--- config.mk ---
export PLATFORM = sky130hd
export DESIGN_NAME = hazard_ctrl_flat
export DESIGN_NICKNAME = d
export VERILOG_FILES = /design/src/rtl/hazard_ctrl_if.sv /design/src/rtl/hazard_ctrl.sv /design/src/flat_wrapper.sv
export SDC_FILE = /design/constraint.sdc
export NUM_CORES = 1
export LEC_CHECK = 0
export BUFFER_PORTS_ARGS = -buffer_cell sky130_fd_sc_hd__buf_4
export CORE_ASPECT_RATIO = 0.9
export CORE_UTILIZATION = 50
export CTS_BUF_LIST = sky130_fd_sc_hd__clkbuf_16
export DETAILED_ROUTE_END_ITERATION = 6
export HOLD_SLACK_MARGIN = 0.08
export PLACE_DENSITY = 0.77
export SYNTH_ARGS = -nofsm -noshare
export SYNTH_HDL_FRONTEND = slang
export SYNTH_SLANG_ARGS = --single-unit
--- constraint.sdc ---
create_clock -name clk -period 4.82 [get_ports clk]
set_input_delay 0.964 -clock clk [delete_from_list [all_inputs] [get_ports clk]]
set_output_delay 0.964 -clock clk [all_outputs]
set_load 0.01 [all_outputs]
--- src/rtl/hazard_ctrl_if.sv ---
// D-stage hazard bus: register reads, downstream producer destinations and the
// stall/forward/busy responses returned by hazard_ctrl.
interface hazard_ctrl_if #(
    parameter int REG_W = 5,
    parameter int TW    = 2,
    parameter int NSTG  = 3,
    parameter int CNT_W = 32
);
    logic                   is_read_rs_D;
    logic [TW-1:0]          tuse_rs_D;
    logic [REG_W-1:0]       rs_D;
    logic                   is_read_rt_D;
    logic [TW-1:0]          tuse_rt_D;
    logic [REG_W-1:0]       rt_D;
    logic                   is_mdft_D;
    logic [NSTG*REG_W-1:0]  a3_S;
    logic [NSTG*TW-1:0]     tnew_S;
    logic                   md_start_E;
    logic                   md_is_div_E;

    logic                   stall_pc;
    logic                   stall_id;
    logic                   flush_ex;
    logic [1:0]             fwd_rs_D;
    logic [1:0]             fwd_rt_D;
    logic                   md_busy;
    logic [CNT_W-1:0]       stall_cnt;

    modport master (
        output is_read_rs_D, tuse_rs_D, rs_D,
        output is_read_rt_D, tuse_rt_D, rt_D,
        output is_mdft_D, a3_S, tnew_S, md_start_E, md_is_div_E,
        input  stall_pc, stall_id, flush_ex, fwd_rs_D, fwd_rt_D, md_busy, stall_cnt
    );

    modport slave (
        input  is_read_rs_D, tuse_rs_D, rs_D,
        input  is_read_rt_D, tuse_rt_D, rt_D,
        input  is_mdft_D, a3_S, tnew_S, md_start_E, md_is_div_E,
        output stall_pc, stall_id, flush_ex, fwd_rs_D, fwd_rt_D, md_busy, stall_cnt
    );
endinterface

--- src/rtl/hazard_ctrl.sv ---
// Stall/forward controller beside the D stage: Tuse/Tnew clash detection,
// lowest-stage-first forwarding, mult/div busy countdown and a stall counter.
module hazard_ctrl #(
    parameter int REG_W    = 5,
    parameter int TW       = 2,
    parameter int NSTG     = 3,
    parameter int MULT_CYC = 5,
    parameter int DIV_CYC  = 10,
    parameter int CNT_W    = 32
) (
    input  logic         clk,
    input  logic         reset,
    hazard_ctrl_if.slave hz
);
    localparam int MD_MAX = (MULT_CYC > DIV_CYC) ? MULT_CYC : DIV_CYC;
    localparam int MD_W   = $clog2(MD_MAX + 1);

    logic [REG_W-1:0] a3   [NSTG];
    logic [TW-1:0]    tnew [NSTG];
    logic [NSTG-1:0]  clash_rs;
    logic [NSTG-1:0]  clash_rt;
    logic             md_clash;
    logic             stall;
    logic [1:0]       fwd_rs;
    logic [1:0]       fwd_rt;

    logic [MD_W-1:0]  md_cnt_q, md_cnt_d;
    logic [CNT_W-1:0] stall_cnt_q, stall_cnt_d;

    always_comb begin
        for (int i = 0; i < NSTG; i++) begin
            a3[i]   = hz.a3_S[i*REG_W +: REG_W];
            tnew[i] = hz.tnew_S[i*TW +: TW];
        end
    end

    // NOTE: every output of a combinational block gets a default first, so no
    // path through the loops can leave a value held and infer a latch.
    always_comb begin
        clash_rs = '0;
        clash_rt = '0;
        for (int i = 0; i < NSTG; i++) begin
            clash_rs[i] = hz.is_read_rs_D && (hz.rs_D == a3[i]) &&
                          (a3[i] != '0) && (hz.tuse_rs_D < tnew[i]);
            clash_rt[i] = hz.is_read_rt_D && (hz.rt_D == a3[i]) &&
                          (a3[i] != '0) && (hz.tuse_rt_D < tnew[i]);
        end
    end

    assign md_clash = hz.is_mdft_D && (hz.md_start_E || (md_cnt_q != '0));
    assign stall    = (|clash_rs) || (|clash_rt) || md_clash;

    // Walk from the oldest stage down so the youngest ready producer wins.
    always_comb begin
        fwd_rs = 2'd0;
        fwd_rt = 2'd0;
        for (int i = NSTG - 1; i >= 0; i--) begin
            if (hz.is_read_rs_D && (a3[i] == hz.rs_D) && (a3[i] != '0) && (tnew[i] == '0))
                fwd_rs = 2'(i + 1);
            if (hz.is_read_rt_D && (a3[i] == hz.rt_D) && (a3[i] != '0) && (tnew[i] == '0))
                fwd_rt = 2'(i + 1);
        end
    end

    // A start while the unit is busy is ignored; the countdown is never reloaded.
    always_comb begin
        md_cnt_d = md_cnt_q;
        if (hz.md_start_E && (md_cnt_q == '0))
            md_cnt_d = hz.md_is_div_E ? MD_W'(DIV_CYC) : MD_W'(MULT_CYC);
        else if (md_cnt_q != '0)
            md_cnt_d = md_cnt_q - MD_W'(1);
    end

    always_comb begin
        stall_cnt_d = stall_cnt_q;
        if (stall && (stall_cnt_q != '1))
            stall_cnt_d = stall_cnt_q + CNT_W'(1);
    end

    // NOTE: state flops use non-blocking assignments so every register samples
    // its _d value from before the edge, independent of statement order.
    always_ff @(posedge clk) begin
        if (reset) begin
            md_cnt_q    <= '0;
            stall_cnt_q <= '0;
        end else begin
            md_cnt_q    <= md_cnt_d;
            stall_cnt_q <= stall_cnt_d;
        end
    end

    assign hz.stall_pc  = stall;
    assign hz.stall_id  = stall;
    assign hz.flush_ex  = stall;
    assign hz.fwd_rs_D  = fwd_rs;
    assign hz.fwd_rt_D  = fwd_rt;
    assign hz.md_busy   = (md_cnt_q != '0);
    assign hz.stall_cnt = stall_cnt_q;
endmodule

--- src/flat_wrapper.sv ---
// flat-port wrapper written by rule: the top's interface ports become plain ports
module hazard_ctrl_flat 
#(
    parameter int REG_W    = 5,
    parameter int TW       = 2,
    parameter int NSTG     = 3,
    parameter int MULT_CYC = 5,
    parameter int DIV_CYC  = 10,
    parameter int CNT_W    = 32
)
  (clk, reset, hz_is_read_rs_D, hz_tuse_rs_D, hz_rs_D, hz_is_read_rt_D, hz_tuse_rt_D, hz_rt_D, hz_is_mdft_D, hz_a3_S, hz_tnew_S, hz_md_start_E, hz_md_is_div_E, hz_stall_pc, hz_stall_id, hz_flush_ex, hz_fwd_rs_D, hz_fwd_rt_D, hz_md_busy, hz_stall_cnt);
  hazard_ctrl_if #(.REG_W(REG_W), .TW(TW), .NSTG(NSTG), .CNT_W(CNT_W)) hz_i ();
  input  logic clk;
  input  logic reset;
  input wire logic [$bits(hz_i.is_read_rs_D)-1:0] hz_is_read_rs_D;
  input wire logic [$bits(hz_i.tuse_rs_D)-1:0] hz_tuse_rs_D;
  input wire logic [$bits(hz_i.rs_D)-1:0] hz_rs_D;
  input wire logic [$bits(hz_i.is_read_rt_D)-1:0] hz_is_read_rt_D;
  input wire logic [$bits(hz_i.tuse_rt_D)-1:0] hz_tuse_rt_D;
  input wire logic [$bits(hz_i.rt_D)-1:0] hz_rt_D;
  input wire logic [$bits(hz_i.is_mdft_D)-1:0] hz_is_mdft_D;
  input wire logic [$bits(hz_i.a3_S)-1:0] hz_a3_S;
  input wire logic [$bits(hz_i.tnew_S)-1:0] hz_tnew_S;
  input wire logic [$bits(hz_i.md_start_E)-1:0] hz_md_start_E;
  input wire logic [$bits(hz_i.md_is_div_E)-1:0] hz_md_is_div_E;
  output wire logic [$bits(hz_i.stall_pc)-1:0] hz_stall_pc;
  output wire logic [$bits(hz_i.stall_id)-1:0] hz_stall_id;
  output wire logic [$bits(hz_i.flush_ex)-1:0] hz_flush_ex;
  output wire logic [$bits(hz_i.fwd_rs_D)-1:0] hz_fwd_rs_D;
  output wire logic [$bits(hz_i.fwd_rt_D)-1:0] hz_fwd_rt_D;
  output wire logic [$bits(hz_i.md_busy)-1:0] hz_md_busy;
  output wire logic [$bits(hz_i.stall_cnt)-1:0] hz_stall_cnt;
  assign hz_i.is_read_rs_D = hz_is_read_rs_D;
  assign hz_i.tuse_rs_D = hz_tuse_rs_D;
  assign hz_i.rs_D = hz_rs_D;
  assign hz_i.is_read_rt_D = hz_is_read_rt_D;
  assign hz_i.tuse_rt_D = hz_tuse_rt_D;
  assign hz_i.rt_D = hz_rt_D;
  assign hz_i.is_mdft_D = hz_is_mdft_D;
  assign hz_i.a3_S = hz_a3_S;
  assign hz_i.tnew_S = hz_tnew_S;
  assign hz_i.md_start_E = hz_md_start_E;
  assign hz_i.md_is_div_E = hz_md_is_div_E;
  assign hz_stall_pc = hz_i.stall_pc;
  assign hz_stall_id = hz_i.stall_id;
  assign hz_flush_ex = hz_i.flush_ex;
  assign hz_fwd_rs_D = hz_i.fwd_rs_D;
  assign hz_fwd_rt_D = hz_i.fwd_rt_D;
  assign hz_md_busy = hz_i.md_busy;
  assign hz_stall_cnt = hz_i.stall_cnt;
  hazard_ctrl #(.REG_W(REG_W), .TW(TW), .NSTG(NSTG), .MULT_CYC(MULT_CYC), .DIV_CYC(DIV_CYC), .CNT_W(CNT_W)) u_core (.clk(clk), .reset(reset), .hz(hz_i));
endmodule
# Word level (Yosys, flattened, before mapping)
# Cells that the tools add are included.
# totals
latch_bits,0
out_inout_bits,40
mem_bits_ro,0
ramBits,0
input_bits,42
ff_bits,36
word_cells,85
n_memories,0
# classes
muxes,9
addsub,2
div,0
n_eq_ne,13
n_shift,0
n_lt_le_gt_ge,6
mul,0
reduce_logical,53
n_bitwise,0
# ops
cell,count
$eq 5x5->1,12
$logic_and 1x1->1,39
$add 32x1->32 const B,1
$ne 32x32->1 const B,1
$reduce_bool 5->1,3
$lt 2x2->1,6
$mux 2,6
$mux 4,3
$logic_not 2->1,3
$reduce_or 3->1,2
$logic_not 4->1,1
$reduce_bool 4->1,1
$sub 4x1->4 const B,1
$logic_or 1x1->1,3
$reduce_bool 2->1,1

# Logic depth before layout (Yosys ltp)
# depth
depth_word,8
ltp_mapped,10
ltp_nobuf,8

# Least setup slack after synthesis
# Ideal clock, no wire load.
# synth_timing
kind,input to output
from,input hz_a3_S[6]
to,output hz_stall_id
path_stages,8
n_path_buf,2
path_slack_ps,1084
t_required_ps,3856
arrival_ps,2772
path_cell_list,or4_1 nor2_2 a211o_1 a2bb2o_4 nor4b_4 buf_2 inv_1 buf_4
# synth_between
elab_chain_cells,7
word_cells_on_any_way,13
cone_classes,eq/ne: 2; reduce/logical: 11
# synth_rtl
item,line_no,source
start: declaration,flat_wrapper.sv:22,input wire logic [$bits(hz_i.a3_S)-1:0] hz_a3_S;
$eq 5x5->1 (on tied branches),"hazard_ctrl.sv:43, hazard_ctrl.sv:45",
$logic_and 1x1->1 (on tied branches) (2 in series),"hazard_ctrl.sv:43, hazard_ctrl.sv:45",
$logic_and 1x1->1 (on tied branches),"hazard_ctrl.sv:44, hazard_ctrl.sv:46",
$reduce_or 3->1,hazard_ctrl.sv:51,assign stall = (|clash_rs) || (|clash_rt) || md_clash;
$logic_or 1x1->1 (*) (2 in series),hazard_ctrl.sv:51,
end: declaration,flat_wrapper.sv:27,output wire logic [$bits(hz_i.stall_id)-1:0] hz_stall_id;
# Mark *: on every way between the ends. The rest lies on a longest branch, timed or not.

# Worst setup path in the final report
# layout_timing
from,input hz_a3_S[6]
to,output hz_stall_pc
# layout_between
elab_chain_cells,7
word_cells_on_any_way,13
cone_classes,eq/ne: 2; reduce/logical: 11
# layout_rtl
item,line_no,source
$eq 5x5->1 (on tied branches),"hazard_ctrl.sv:43, hazard_ctrl.sv:45",
$logic_and 1x1->1 (on tied branches) (2 in series),"hazard_ctrl.sv:43, hazard_ctrl.sv:45",
$logic_and 1x1->1 (on tied branches),"hazard_ctrl.sv:44, hazard_ctrl.sv:46",
$reduce_or 3->1,hazard_ctrl.sv:51,
$logic_or 1x1->1 (*) (2 in series),hazard_ctrl.sv:51,
end: declaration,flat_wrapper.sv:26,output wire logic [$bits(hz_i.stall_pc)-1:0] hz_stall_pc;
# Marks and branches as above.

==> impl_results.md <==
* Crit-path leading delay family: simple AND/OR/NAND/NOR gates
* Crit Path Max Fanout at 7
* CP required at between 3000 and 4000 ps
* CP Capture Type: output pin
* HP Class: reg2reg
* CTS tree: built
* Worst IR drop on VDD at approximately 190 uV
* Initial Utilization at 53.05%
* Worst-path clk slew at about 60 ps
* PortBufs at approximately 80
* Most numerous cell on the critical path: buf_4
* Crit path kind: in2out
* Number of H-tree levels at 2
* Share of the yosys chip area belonging to registers at 27.59%
* GR Overflow Total at 0
* Mapped Cells at between 300 and 400
* Unique masters post-synth at 48
* Fin. max-slew vios at 0
* Hold Crit Endpoint: u_core.hz.stall_cnt[15]$_SDFFE_PP0P_
* Placer Congestion at around 0.85
* Layout area overhead at 28.93%
* Final setup fails at 0
* CTS root buf: clkbuf_16
* Nets at 449
* Status: completed
* Post-CTS Setup Bufs at 0
* Worst-Margin Slew at approximately 700 ps
* Pin count of the biggest net entering global routing at between 50 and 60
* Avg Cell Area, Syn at about 8 um^2
* Core ar. at 4925 um^2
* Flop-to-flop setup slack at 2240 ps
* DRT Wirelength at 6882 um
* Share of layout cells above drive strength 1 at 24.81%
* Mapped cell area at 2613 um^2
* Number of synthesized flops with an enable pin at 0
* Boundary pin count at 82
* Pwr dens at around 270 nW/um^2
* FILL cells at 447
* Max Clock Skew at between 5 and 6 ps
* Post-route insts no fill at 464
* Hold Violations, Final at 0
* DRT antenna net count at 0
* Syn Nets at around 380
* Vias in the first global route at roughly 2,500
* FF+latch count, synth at 36
* CTS Hold Buffers Added at 0
* Critical Path AT at 2880 ps
* Synth async-reset ratio at 0%
* YS warnings at 0
* R2R depth at 6
* Worst setup SP type: input port
* DIE AREA at ~5500 um^2
* Reg2reg start: u_core.hz.stall_cnt[0]$_SDFFE_PP0P_
* Post-cts resize count at 0
* Setup TNS at 0 ps
* Maximum capacitance violations at 0
* Initial DRC Count at roughly 180
* Die H at 70.58 um
* Period utilization at roughly four fifths
* DRC at 0
* Die width at 78.20 um
* Leakage Power at approximately 1.3 nW
* Dpl cells at ~460
* Clock Path Buffers at 2
* RSZ-0062 raised after global routing: false
* First-pass GRT wire length at 11,470 um
* Crit-path slowest cell: or4_1
* Initial antenna violation count at 0
* Global Route Usage Sum at between 20% and 30%
* Max-slew headroom at 52.98%
* F_max at between 200 and 300 MHz
* Reg2Reg Capture Point: u_core.hz.stall_cnt[16]$_SDFFE_PP0P_
* Hpwl dp at 5163 um
* WP buf/inv at 3
* Ys flop type: dfxtp_1
* Hold Path Origin: u_core.hz.stall_cnt[15]$_SDFFE_PP0P_
* Worst path cell trace: buf_4 -> or4_1 -> nor2_2 -> a211o_1 -> a2bb2o_4 -> nor4b_4 -> inv_1 -> buf_4
* ANT cells at 0
* Vias per inst at about 5.8
* Clock Sinks at 36
* Detailed Routing Iterations Pass 1 at 5
* Average wire per standard cell at 14.83 um
* Tmin final at between 3000 and 4000 ps
* # rows at 24
* Via Count at 2,705
* Critical Path Max Stage Delay at between 500 and 600 ps
* Total CTS buffers at 5
* Cells on Worst Hold Path at 2
* Insertion delay to the later sink of the worst-skew pair at between 200 and 300 ps
==> cell usage after synthesis (all sizes together) (2+ instances only) <==
master,number,area share (%)
a21oi,36,6.9
dfxtp,36,28
or3,25,6.0
o21ai,23,4.4
nand3,20,4.0
xor2,18,6.0
nand4,16,3.8
nor2,14,2.4
nand2,13,1.9
xnor2,13,4.4
clkbuf,10,1.5
or4,10,3.0
and3,9,2.2
ha,9,4.3
nor3,9,1.7
inv,8,1.1
nand2b,8,1.9
nor4,6,2.0
buf,5,1.6
o31ai,5,1.4
a211oi,4,1.1
and4,4,1.3
mux2,3,1.4
nor2b,3,0.72
a21o,2,0.57
and2,2,0.48
nand4b,2,0.67
==> power by group <==
group          internal [mW]  leakage [nW]  switching [mW]  total (mW)
clock network          0.188        0.0687           0.124       0.312
registers              0.317         0.291          0.0189       0.336
logic                  0.117         0.959           0.144       0.261
==> logic make-up (layout without fill, tap and decap cells) <==
kind of cell / count (synthesis) / count (layout) / synth area share [%]
buffers and inverters: 23 / 98 / 4.262
multiplexers: 4 / 4 / 1.820
flip-flops: 36 / 36 / 27.59
AO/OA/AOI/OAI: 78 / 78 / 18.30
AND/OR/NAND/NOR: 143 / 143 / 33.33
adder cells (fa/ha/maj): 9 / 9 / 4.310
XOR/XNOR: 31 / 31 / 10.39
==> worst reg2reg max path: stages, from the launching register on <==
cell and delay (ps):
dfxtp_1 450, ha_1 260, and2_1 440, nand3_1 630
nand2_1 320, nor3b_1 100, mux2_2 280
==> routing by layer <==
metal | up-vias | routed length (um) | GRT usage (%)
li1 | 1359 | - | -
met3 | 7 | 443 | 4.903
met4 | 0 | 61 | 5.761
met5 | - | 0 | 0
met1 | 1242 | 3158 | 34.64
met2 | 97 | 3218 | 42.59
==> cells in the final DEF, fill, tap and decap left out, types with 9 or more instances in the layout <==
master and n:
dfxtp_1 36, or4_1 9, and3_1 9, or3_1 25, nand2_1 13, nand3_1 19
a21oi_1 36, nand4_1 16, inv_1 9, xnor2_1 13, nor2_1 12, ha_1 9
xor2_1 18, nor3_1 9, buf_4 82, o21ai_0 23
==> flip-flops by register name, summed over array words and instances, names as in the netlist <==
register,flops
u_core.md_cnt_q,4
u_core.hz.stall_cnt,32
==> per-stage QoR <==
stage          utilization, %  power [mW]  cell area, um^2  setup WS [ps]  hold slack, ps
3_3_place_gp            65.55      0.5950             3228           1050           482.9
6_report                68.39      0.9091             3368          976.2           497.7
2_1_floorplan               -      0.5184             2613           1084           492.7
3_5_place_dp            65.55      0.6024             3228          991.2           491.5
5_1_grt                 68.39      0.9559             3368          847.5           529.7
4_1_cts                 68.39      0.9101             3368          975.0           500.6
==> worst max path at each step <==
| stage | depth (start not counted) | slack, ps | endpoint | from |
|---|---|---|---|---|
| finish | 8 | 980 | hz_stall_pc | hz_a3_S[6] |
| global route | 8 | 850 | hz_flush_ex | hz_a3_S[6] |
| CTS | 8 | 970 | hz_stall_pc | hz_a3_S[6] |
| detailed placement | 8 | 990 | hz_stall_pc | hz_a3_S[6] |
| global placement | 8 | 1050 | hz_flush_ex | hz_a3_S[6] |
| floorplan | 8 | 1080 | hz_stall_id | hz_a3_S[6] |
==> layout make-up <==
cell class                      instances  area, um^2  share of cell area [%]
Clock buffer                            5       125.1                   3.715
Multi-Input combinational cell        265        1780                   52.86
Clock inverter                          3       15.01                  0.4458
Sequential cell                        36       720.7                   21.40
Timing Repair Buffer                   82       615.6                   18.28
Tap cell                               65       81.33                   2.415
Inverter                                8       30.03                  0.8915
(Power assumes the default switching activity.)
